File: config.mk
export PLATFORM = sky130hd
export DESIGN_NAME = sram_req_tracker_flat
export DESIGN_NICKNAME = d
export VERILOG_FILES = /design/src/rtl/sram_req_tracker_pkg.sv /design/src/rtl/sram_req_tracker_if.sv /design/src/rtl/sram_req_tracker_fifo.sv /design/src/rtl/sram_req_tracker.sv /design/src/flat_wrapper.sv
export SDC_FILE = /design/constraint.sdc
export NUM_CORES = 1
export LEC_CHECK = 0
export ABC_CLOCK_PERIOD_IN_PS = 3600
export BUFFER_PORTS_ARGS = -buffer_cell sky130_fd_sc_hd__buf_2
export CAP_MARGIN = 10
export CELL_PAD_IN_SITES_DETAIL_PLACEMENT = 1
export CELL_PAD_IN_SITES_GLOBAL_PLACEMENT = 2
export CORE_ASPECT_RATIO = 1.4
export CORE_MARGIN = 10
export CORE_UTILIZATION = 29
export CTS_CLUSTER_DIAMETER = 150
export DETAILED_ROUTE_END_ITERATION = 7
export MAX_ROUTING_LAYER = met4
export PLACE_DENSITY_LB_ADDON = 0.1
export SLEW_MARGIN = 10
export SYNTH_ARGS = -nofsm -noshare
export SYNTH_HDL_FRONTEND = slang
export SYNTH_SLANG_ARGS = --single-unit
File: constraint.sdc
create_clock -name clk -period 3.6 [get_ports clk]
set_input_delay 0.36 -clock clk [delete_from_list [all_inputs] [get_ports clk]]
set_output_delay 0.36 -clock clk [all_outputs]
set_load 0.02 [all_outputs]
File: src/rtl/sram_req_tracker_pkg.sv
// Shared definitions for the SRAM request tracker:
// flush sources and counter/pointer width helpers.
package sram_req_tracker_pkg;

   typedef enum logic [1:0] {
      FLUSH_NONE = 2'b00,
      FLUSH_EX   = 2'b01,
      FLUSH_ERET = 2'b10
   } flush_src_e;

   function automatic int cnt_w(input int max_out);
      return $clog2(max_out + 1);
   endfunction

   // A single-entry FIFO still needs a 1-bit pointer.
   function automatic int ptr_w(input int depth);
      return (depth > 1) ? $clog2(depth) : 1;
   endfunction

endpackage

File: src/rtl/sram_req_tracker_if.sv
// SRAM-like request/response bus (req/addr_ok/data_ok).
// master = requester/tracker side, slave = SRAM side.
interface sram_req_tracker_if #(
   parameter int DATA_W = 32
);
   logic              sram_req;
   logic              sram_addr_ok;
   logic              sram_data_ok;
   logic [DATA_W-1:0] sram_rdata;

   modport master (
      output sram_req,
      input  sram_addr_ok,
      input  sram_data_ok,
      input  sram_rdata
   );

   modport slave (
      input  sram_req,
      output sram_addr_ok,
      output sram_data_ok,
      output sram_rdata
   );
endinterface

File: src/rtl/sram_req_tracker_fifo.sv
// In-order tag FIFO for the request tracker.
// Pointers wrap at DEPTH-1; storage is not reset.
module sync_tag_fifo
   import sram_req_tracker_pkg::*;
#(
   parameter int DEPTH = 2,
   parameter int WIDTH = 32,
   parameter int CNT_W = cnt_w(DEPTH)
) (
   input  logic             clk,
   input  logic             reset,
   input  logic             push,
   input  logic             pop,
   input  logic [WIDTH-1:0] din,
   output logic [WIDTH-1:0] head,
   output logic [CNT_W-1:0] count
);

   localparam int PTR_W = ptr_w(DEPTH);
   localparam logic [PTR_W-1:0] LAST = PTR_W'(DEPTH - 1);

   logic [WIDTH-1:0] mem_q [DEPTH];
   logic [WIDTH-1:0] mem_d [DEPTH];
   logic [PTR_W-1:0] wr_ptr_q, wr_ptr_d;
   logic [PTR_W-1:0] rd_ptr_q, rd_ptr_d;
   logic [CNT_W-1:0] cnt_q, cnt_d;

   function automatic logic [PTR_W-1:0] next_ptr(input logic [PTR_W-1:0] p);
      return (p == LAST) ? '0 : p + PTR_W'(1);
   endfunction

   always_comb begin
      mem_d    = mem_q;
      wr_ptr_d = wr_ptr_q;
      rd_ptr_d = rd_ptr_q;
      cnt_d    = cnt_q + CNT_W'(push) - CNT_W'(pop);
      if (push) begin
         mem_d[wr_ptr_q] = din;
         wr_ptr_d        = next_ptr(wr_ptr_q);
      end
      if (pop) begin
         rd_ptr_d = next_ptr(rd_ptr_q);
      end
   end

   always_ff @(posedge clk) begin
      if (reset) begin
         wr_ptr_q <= '0;
         rd_ptr_q <= '0;
         cnt_q    <= '0;
      end else begin
         wr_ptr_q <= wr_ptr_d;
         rd_ptr_q <= rd_ptr_d;
         cnt_q    <= cnt_d;
      end
   end

   always_ff @(posedge clk) begin
      mem_q <= mem_d;
   end

   assign head  = mem_q[rd_ptr_q];
   assign count = cnt_q;

endmodule

File: src/rtl/sram_req_tracker.sv
// Outstanding-request tracker for one SRAM channel: tags each
// request, returns tags with responses, discards stale ones on flush.
module sram_req_tracker
   import sram_req_tracker_pkg::*;
#(
   parameter int MAX_OUT = 2,
   parameter int TAG_W   = 32,
   parameter int DATA_W  = 32,
   parameter int CNT_W   = cnt_w(MAX_OUT)
) (
   input  logic                clk,
   input  logic                reset,
   input  logic                flush,
   input  logic                up_req,
   input  logic [TAG_W-1:0]    up_tag,
   output logic                up_ready,
   sram_req_tracker_if.master  bus,
   output logic                resp_valid,
   output logic [DATA_W-1:0]   resp_data,
   output logic [TAG_W-1:0]    resp_tag,
   output logic                busy,
   output logic [CNT_W-1:0]    count,
   output logic [CNT_W-1:0]    discard_cnt,
   output logic                err
);

   logic             accept;
   logic             pop;
   logic [CNT_W-1:0] disc_q, disc_d;
   logic             err_q, err_d;

   sync_tag_fifo #(
      .DEPTH (MAX_OUT),
      .WIDTH (TAG_W),
      .CNT_W (CNT_W)
   ) u_fifo (
      .clk   (clk),
      .reset (reset),
      .push  (accept),
      .pop   (pop),
      .din   (up_tag),
      .head  (resp_tag),
      .count (count)
   );

   // Full check uses the registered count; a same-cycle pop does not free a slot.
   assign bus.sram_req = up_req & ~flush & (count < CNT_W'(MAX_OUT));
   assign accept       = bus.sram_req & bus.sram_addr_ok;
   assign pop          = bus.sram_data_ok & (count != '0);

   assign up_ready    = accept;
   assign resp_valid  = pop & (disc_q == '0) & ~flush;
   assign resp_data   = bus.sram_rdata;
   assign busy        = (count != '0);
   assign discard_cnt = disc_q;
   assign err         = err_q;

   // On flush every surviving in-flight entry becomes stale.
   always_comb begin
      disc_d = disc_q;
      if (flush) begin
         disc_d = count - CNT_W'(pop);
      end else if (pop && disc_q != '0) begin
         disc_d = disc_q - CNT_W'(1);
      end
      err_d = err_q | (bus.sram_data_ok & (count == '0));
   end

   always_ff @(posedge clk) begin
      if (reset) begin
         disc_q <= '0;
         err_q  <= 1'b0;
      end else begin
         disc_q <= disc_d;
         err_q  <= err_d;
      end
   end

endmodule
File: src/flat_wrapper.sv
// flat-port wrapper written by rule: the top's interface ports become plain ports
module sram_req_tracker_flat import sram_req_tracker_pkg::*;
#(
   parameter int MAX_OUT = 2,
   parameter int TAG_W   = 32,
   parameter int DATA_W  = 32,
   parameter int CNT_W   = cnt_w(MAX_OUT)
)
  (clk, reset, flush, up_req, up_tag, up_ready, resp_valid, resp_data, resp_tag, busy, count, discard_cnt, err, bus_sram_req, bus_sram_addr_ok, bus_sram_data_ok, bus_sram_rdata);
  sram_req_tracker_if #(.DATA_W(DATA_W)) bus_i ();
  input  logic clk;
  input  logic reset;
  input  logic flush;
  input  logic up_req;
  input  logic [TAG_W-1:0] up_tag;
  output logic up_ready;
  output logic resp_valid;
  output logic [DATA_W-1:0] resp_data;
  output logic [TAG_W-1:0] resp_tag;
  output logic busy;
  output logic [CNT_W-1:0] count;
  output logic [CNT_W-1:0] discard_cnt;
  output logic err;
  output wire logic [$bits(bus_i.sram_req)-1:0] bus_sram_req;
  input wire logic [$bits(bus_i.sram_addr_ok)-1:0] bus_sram_addr_ok;
  input wire logic [$bits(bus_i.sram_data_ok)-1:0] bus_sram_data_ok;
  input wire logic [$bits(bus_i.sram_rdata)-1:0] bus_sram_rdata;
  assign bus_sram_req = bus_i.sram_req;
  assign bus_i.sram_addr_ok = bus_sram_addr_ok;
  assign bus_i.sram_data_ok = bus_sram_data_ok;
  assign bus_i.sram_rdata = bus_sram_rdata;
  sram_req_tracker #(.MAX_OUT(MAX_OUT), .TAG_W(TAG_W), .DATA_W(DATA_W), .CNT_W(CNT_W)) u_core (.clk(clk), .reset(reset), .flush(flush), .up_req(up_req), .up_tag(up_tag), .up_ready(up_ready), .bus(bus_i), .resp_valid(resp_valid), .resp_data(resp_data), .resp_tag(resp_tag), .busy(busy), .count(count), .discard_cnt(discard_cnt), .err(err));
endmodule
# After elaboration in Yosys (flattened, before gate mapping)
# Cells that the tools add are included.
# classes
addsub	6
magnitude_cmp	4
muxes	10
n_bitwise	11
n_reduce_logical	7
# op_table
op	n
$mux W32	4
$bwmux W64	1
$demux W32 S1	1
$and A1 B1 Y1	7
$reduce_bool A2 Y1	3
$ge A2 B2 Y1 const B	2
$logic_not A2 Y1	2
$mux W2	2
$not A1 Y2	2
$sub A2 B1 Y2	2
$add A1 B1 Y1 const B	2
$add A2 B1 Y2	1
$logic_and A1 B1 Y1	2
$lt A2 B1 Y1 const B	1
$lt A2 B2 Y1 const B	1
$mux W1	2
$sub A2 B1 Y2 const B	1
$not A1 Y1	1
$or A1 B1 Y1	1
# word_totals
ff_bits	71
in_bits	70

# Longest topological paths before layout
# logic_depth
ltp_word	6
mapped_depth	5
mapped_depth_nobuf	5

# Modules after synthesis
# From an unflattened synthesis, not the netlist that was laid out.
# hier_totals
hier_cells	175
area_unflattened_um2	3093.0
# by_module_without_submodules
mod	instances	cells_per_inst	area_each_um2	seq_area_each_um2
sync_tag_fifo	1	117	2642.5	2001.9
sram_req_tracker	1	58	450.4	60.1

# Worst setup path before layout
# OpenSTA, ideal clock, no wires.
# synth_timing
path_kind	reg2reg
startpoint	register u_core.u_fifo.cnt_q[1], in the netlist u_core.u_fifo.count[1]
endpoint	register u_core.u_fifo.mem_q[32] in the netlist's numbering, enable pin
arrival_ns	2.345
required_time_ns	3.175
slack_ns	0.830
path_stages_with_launch	3
n_path_buf	0
path_cell_list	dfxtp_1 and4bb_2 nor2b_1
# synth_between
elab_chain_cells	3
# synth_rtl
item	line	source
from (decl)	sram_req_tracker_fifo.sv:26	logic [CNT_W-1:0] cnt_q, cnt_d;
from (signal assigned)	sram_req_tracker_fifo.sv:54	cnt_q <= cnt_d;
$lt A2 B2 Y1	sram_req_tracker.sv:47	assign bus.sram_req = up_req & ~flush & (count < CNT_W'(MAX_OUT));
$and A1 B1 Y1	sram_req_tracker.sv:47	
$and A1 B1 Y1	sram_req_tracker.sv:48	assign accept = bus.sram_req & bus.sram_addr_ok;
named net up_ready	flat_wrapper.sv:16	output logic up_ready;
to (signal assigned)	sram_req_tracker_fifo.sv:59	mem_q <= mem_d;
to (decl)	sram_req_tracker_fifo.sv:22	logic [WIDTH-1:0] mem_q [DEPTH];
# The timed path passes the listed nets, and every way through them passes these cells.
# A chain may end at the register's enable or synchronous reset.

# Worst setup path after layout
# layout_timing
startpoint	register u_core.u_fifo.rd_ptr_q
endpoint	output resp_tag[7]
# layout_between
elab_chain_cells	4
# layout_rtl
item	line	source
from (decl)	sram_req_tracker_fifo.sv:25	logic [PTR_W-1:0] rd_ptr_q, rd_ptr_d;
from (signal assigned)	sram_req_tracker_fifo.sv:53	rd_ptr_q <= rd_ptr_d;
$not A1 Y2 (not written as such)	sram_req_tracker_fifo.sv:62	assign head = mem_q[rd_ptr_q];
$mux W32 (not written as such) (3 in a row)	sram_req_tracker_fifo.sv:62	
to (decl)	flat_wrapper.sv:19	output logic [TAG_W-1:0] resp_tag;
# Every way passes these cells. The select of a mux whose other input is x is not followed.

==> flow_metrics.py <==
metrics = {
    "status": {
        "status": "finished clean",
    },
    "synth": {
        "ys_ff_latch": 71,
        "ys_warn_count": 0,
        "syn-cell-area_sq_um": 2930,
        "yosysUniqueCellTypes": 28,
        "syn_avg_cell_area_sq_um": 16.5,
        "synth_nets": 250,
        "syn_inst": 178,
        "synth_seq_area_share": 0.704,
    },
    "clock_network": {
        "cts-resized-gates": 0,
        "postCtsHoldBufs": 0,
        "cts_buffers": 9,
        "cts.sinks": 71,
        "cts_buffer_depth": 2,
        "cts_setup_buffers": 0,
        "cts_tree": "done",
        "clockRootBuffer": "clkbuf_16",
        "htree_levels": 3,
        "insertion_delay_ps": 310,
        "clkTransAtPathRegs_ps": 50,
    },
    "layout": {
        "fin_area_sq_um": 3470,
        "layout-drive-gt1-share": 0.536,
        "fillCellCount": 1076,
        "insertedDiodeCount": 0,
        "stdcell_count": 368,
        "synthToLayoutAreaGrowth_pct": 18.5,
        "nNetsFinal": 302,
    },
    "floorplan": {
        "die-width_um": 105,
        "io_pins": 143,
        "core_sq_um": 9900,
        "rows": 43,
        "initial_core_util": 0.296,
        "dieArea_sq_um": 14600,
        "die_h_um": 139,
    },
    "setup_path": {
        "reg2reg_from": "u_core.u_fifo.count[1]",
        "critical_path_peak_fanout": 33,
        "reg2reg_slack_ps": 1650,
        "critPathLaunchType": "flip-flop",
        "crit_path_end_kind": "primary output",
        "cp-startpoint": "u_core.u_fifo.rd_ptr_q",
        "critPathKind": "reg -> out",
        "cp.arrival_ps": 1810,
        "rr_endpoint": "u_core.u_fifo.mem_q[51]",
        "ff2ff_path_depth": 2,
        "setup.worst_path.end": "resp_tag[7]",
        "crit_required_ps": 3240,
    },
    "pwr": {
        "total_power_mw": 1.78,
        "p_per_area_nw_per_um2": 513,
        "power.static_leakage_nw": 1.30,
        "peakVddDrop_uv": 221,
    },
    "timing": {
        "fin_skew_ps": 2.54,
        "period_share": 0.602,
        "slew_viol_final": 0,
        "rsz0062_at_grt": "no",
        "tightest_slew_ps": 973,
        "finalHoldViolCount": 0,
        "fin_setup_tns_ps": 0,
        "min_period_ps": 2170,
        "setup_viol": 0,
        "relSlewSlack": 0.350,
        "holdWs_ps": 232,
        "max_freq_mhz": 462,
    },
    "global_routing": {
        "grt_overflow": 0,
        "grt_start_max_net_pins": 34,
        "grt_use_total": 0.0935,
        "grt_pass1_wl_um": 10000,
        "grt_pass1_vias": 1897,
        "antenna_found_initial": 0,
    },
    "drt": {
        "totalWireLength_um": 6690,
        "num_vias": 1583,
        "detail_route.iter0.violations": 32,
        "routedWlPerCell_um": 18.2,
        "vias_per_cell": 4.30,
        "drc": 0,
        "ant_nets": 0,
        "first_pass_iters": 4,
    },
    "placed_design": {
        "placed_cell_area_sq_um": 3230,
        "hpwl_um": 4700,
        "io_buffers": 78,
        "dp.cells": 354,
        "gp_congestion": 0.675,
    },
    "run": {
        "cap_violations": 0,
    },
    "min_path": {
        "hold_path_class": "in -> reg",
    },
}
-- worst min-delay path by stage --
stage,start,end,depth (start not counted)
2_1_floorplan,up_tag[0],u_core.u_fifo.mem_q[0],0
5_1_grt,up_tag[13],u_core.u_fifo.mem_q[13],1
3_5_place_dp,u_core.err,u_core.err,2
3_3_place_gp,u_core.err,u_core.err,2
6_report,up_tag[13],u_core.u_fifo.mem_q[45],1
4_1_cts,up_tag[25],u_core.u_fifo.mem_q[25],1
-- layer usage --
layer	part of all wire	vias to the layer above	global-route usage
met5	0	-	-
met4	0.037	0	0.0565
met3	0.066	43	0.0395
met2	0.54	68	0.166
met1	0.35	749	0.0791
li1	-	723	-
-- power breakdown --
group | total [mW] | switching [mW] | leakage, nW | internal (mW)
Combinational | 0.116 | 0.0669 | 0.536 | 0.0492
Clock | 0.735 | 0.283 | 0.120 | 0.452
Sequential | 0.929 | 0.0103 | 0.639 | 0.919
-- layout make-up --
type | count | area [sq um] | share of cell area
tap | 135 | 169 | 0.0486
timing repair buffer | 78 | 390 | 0.112
clock inverter | 3 | 12.5 | 0.00360
clock buffer | 11 | 233 | 0.0670
inverter | 5 | 18.8 | 0.00540
multi-input combinational | 65 | 587 | 0.169
sequential | 71 | 2060 | 0.594
-- critical path: stages, from the launching register on --
cell and delay (ps):
dfxtp_2 890, mux2_2 430, buf_2 160
-- layout by cell type (no fill, tap or decap) --
| cell type | instances |
|---|---|
| a21oi_1 | 2 |
| inv_1 | 5 |
| ha_1 | 2 |
| o21ai_0 | 3 |
| nor2b_4 | 1 |
| clkbuf_1 | 2 |
| and2b_1 | 1 |
| clkinv_2 | 1 |
| and3_1 | 1 |
| clkinv_1 | 2 |
| a31o_2 | 1 |
| nor3b_1 | 2 |
| dfxtp_1 | 6 |
| mux2_2 | 32 |
| dfxtp_2 | 1 |
| nand3_1 | 1 |
| nor2_1 | 4 |
| buf_2 | 78 |
| edfxtp_1 | 64 |
| or4_1 | 1 |
| nand2_1 | 1 |
| a31oi_1 | 1 |
| o21ai_1 | 1 |
| xor2_1 | 1 |
| nand3b_1 | 1 |
| and2_2 | 1 |
| xnor2_1 | 1 |
| nor2b_1 | 1 |
| or3_1 | 4 |
| nand2b_1 | 1 |
| clkbuf_16 | 9 |
| and4bb_2 | 1 |
-- synthesized netlist by cell type, drive strengths merged --
master | instances | share of area
nand2b | 1 | 0.0021
nor2b | 2 | 0.0043
nand3 | 1 | 0.0017
edfxtp | 64 | 0.66
xnor2 | 1 | 0.0030
ha | 2 | 0.0085
xor2 | 1 | 0.0030
and2b | 1 | 0.0026
a31oi | 1 | 0.0021
or4 | 1 | 0.0026
a31o | 1 | 0.0030
nand3b | 1 | 0.0026
and2 | 1 | 0.0021
a21oi | 2 | 0.0034
dfxtp | 7 | 0.048
nor3b | 2 | 0.0051
mux2 | 32 | 0.12
and4bb | 1 | 0.0043
o21ai | 4 | 0.0068
buf | 37 | 0.093
or3 | 4 | 0.0085
inv | 5 | 0.0064
nand2 | 1 | 0.0013
and3 | 1 | 0.0021
nor2 | 4 | 0.0051
-- sequential cells by signal, summed over array words and instances, names as in the netlist --
register and count:
u_core.discard_cnt 2, u_core.u_fifo.rd_ptr_q 1, u_core.err 1, u_core.u_fifo.count 2, u_core.u_fifo.wr_ptr_q 1, u_core.u_fifo.mem_q 64
-- per-stage QoR --
stage	utilization	setup slack, ps
CTS	0.351	1330
global route	0.351	1300
finish	0.351	1430
detailed placement	0.326	1450
global placement	0.326	1470
floorplan	-	830
-- logic make-up after synthesis --
logic type,share of synthesized area
AOI/OAI and AO/OA,0.0154
xor gates and xnor gates,0.00598
adders and majority gates,0.00854
buffers and inverters,0.0991
DFF,0.704
muxes,0.123
and+or+nand+nor,0.0444
Note: power is estimated with default switching activity, not from simulation.
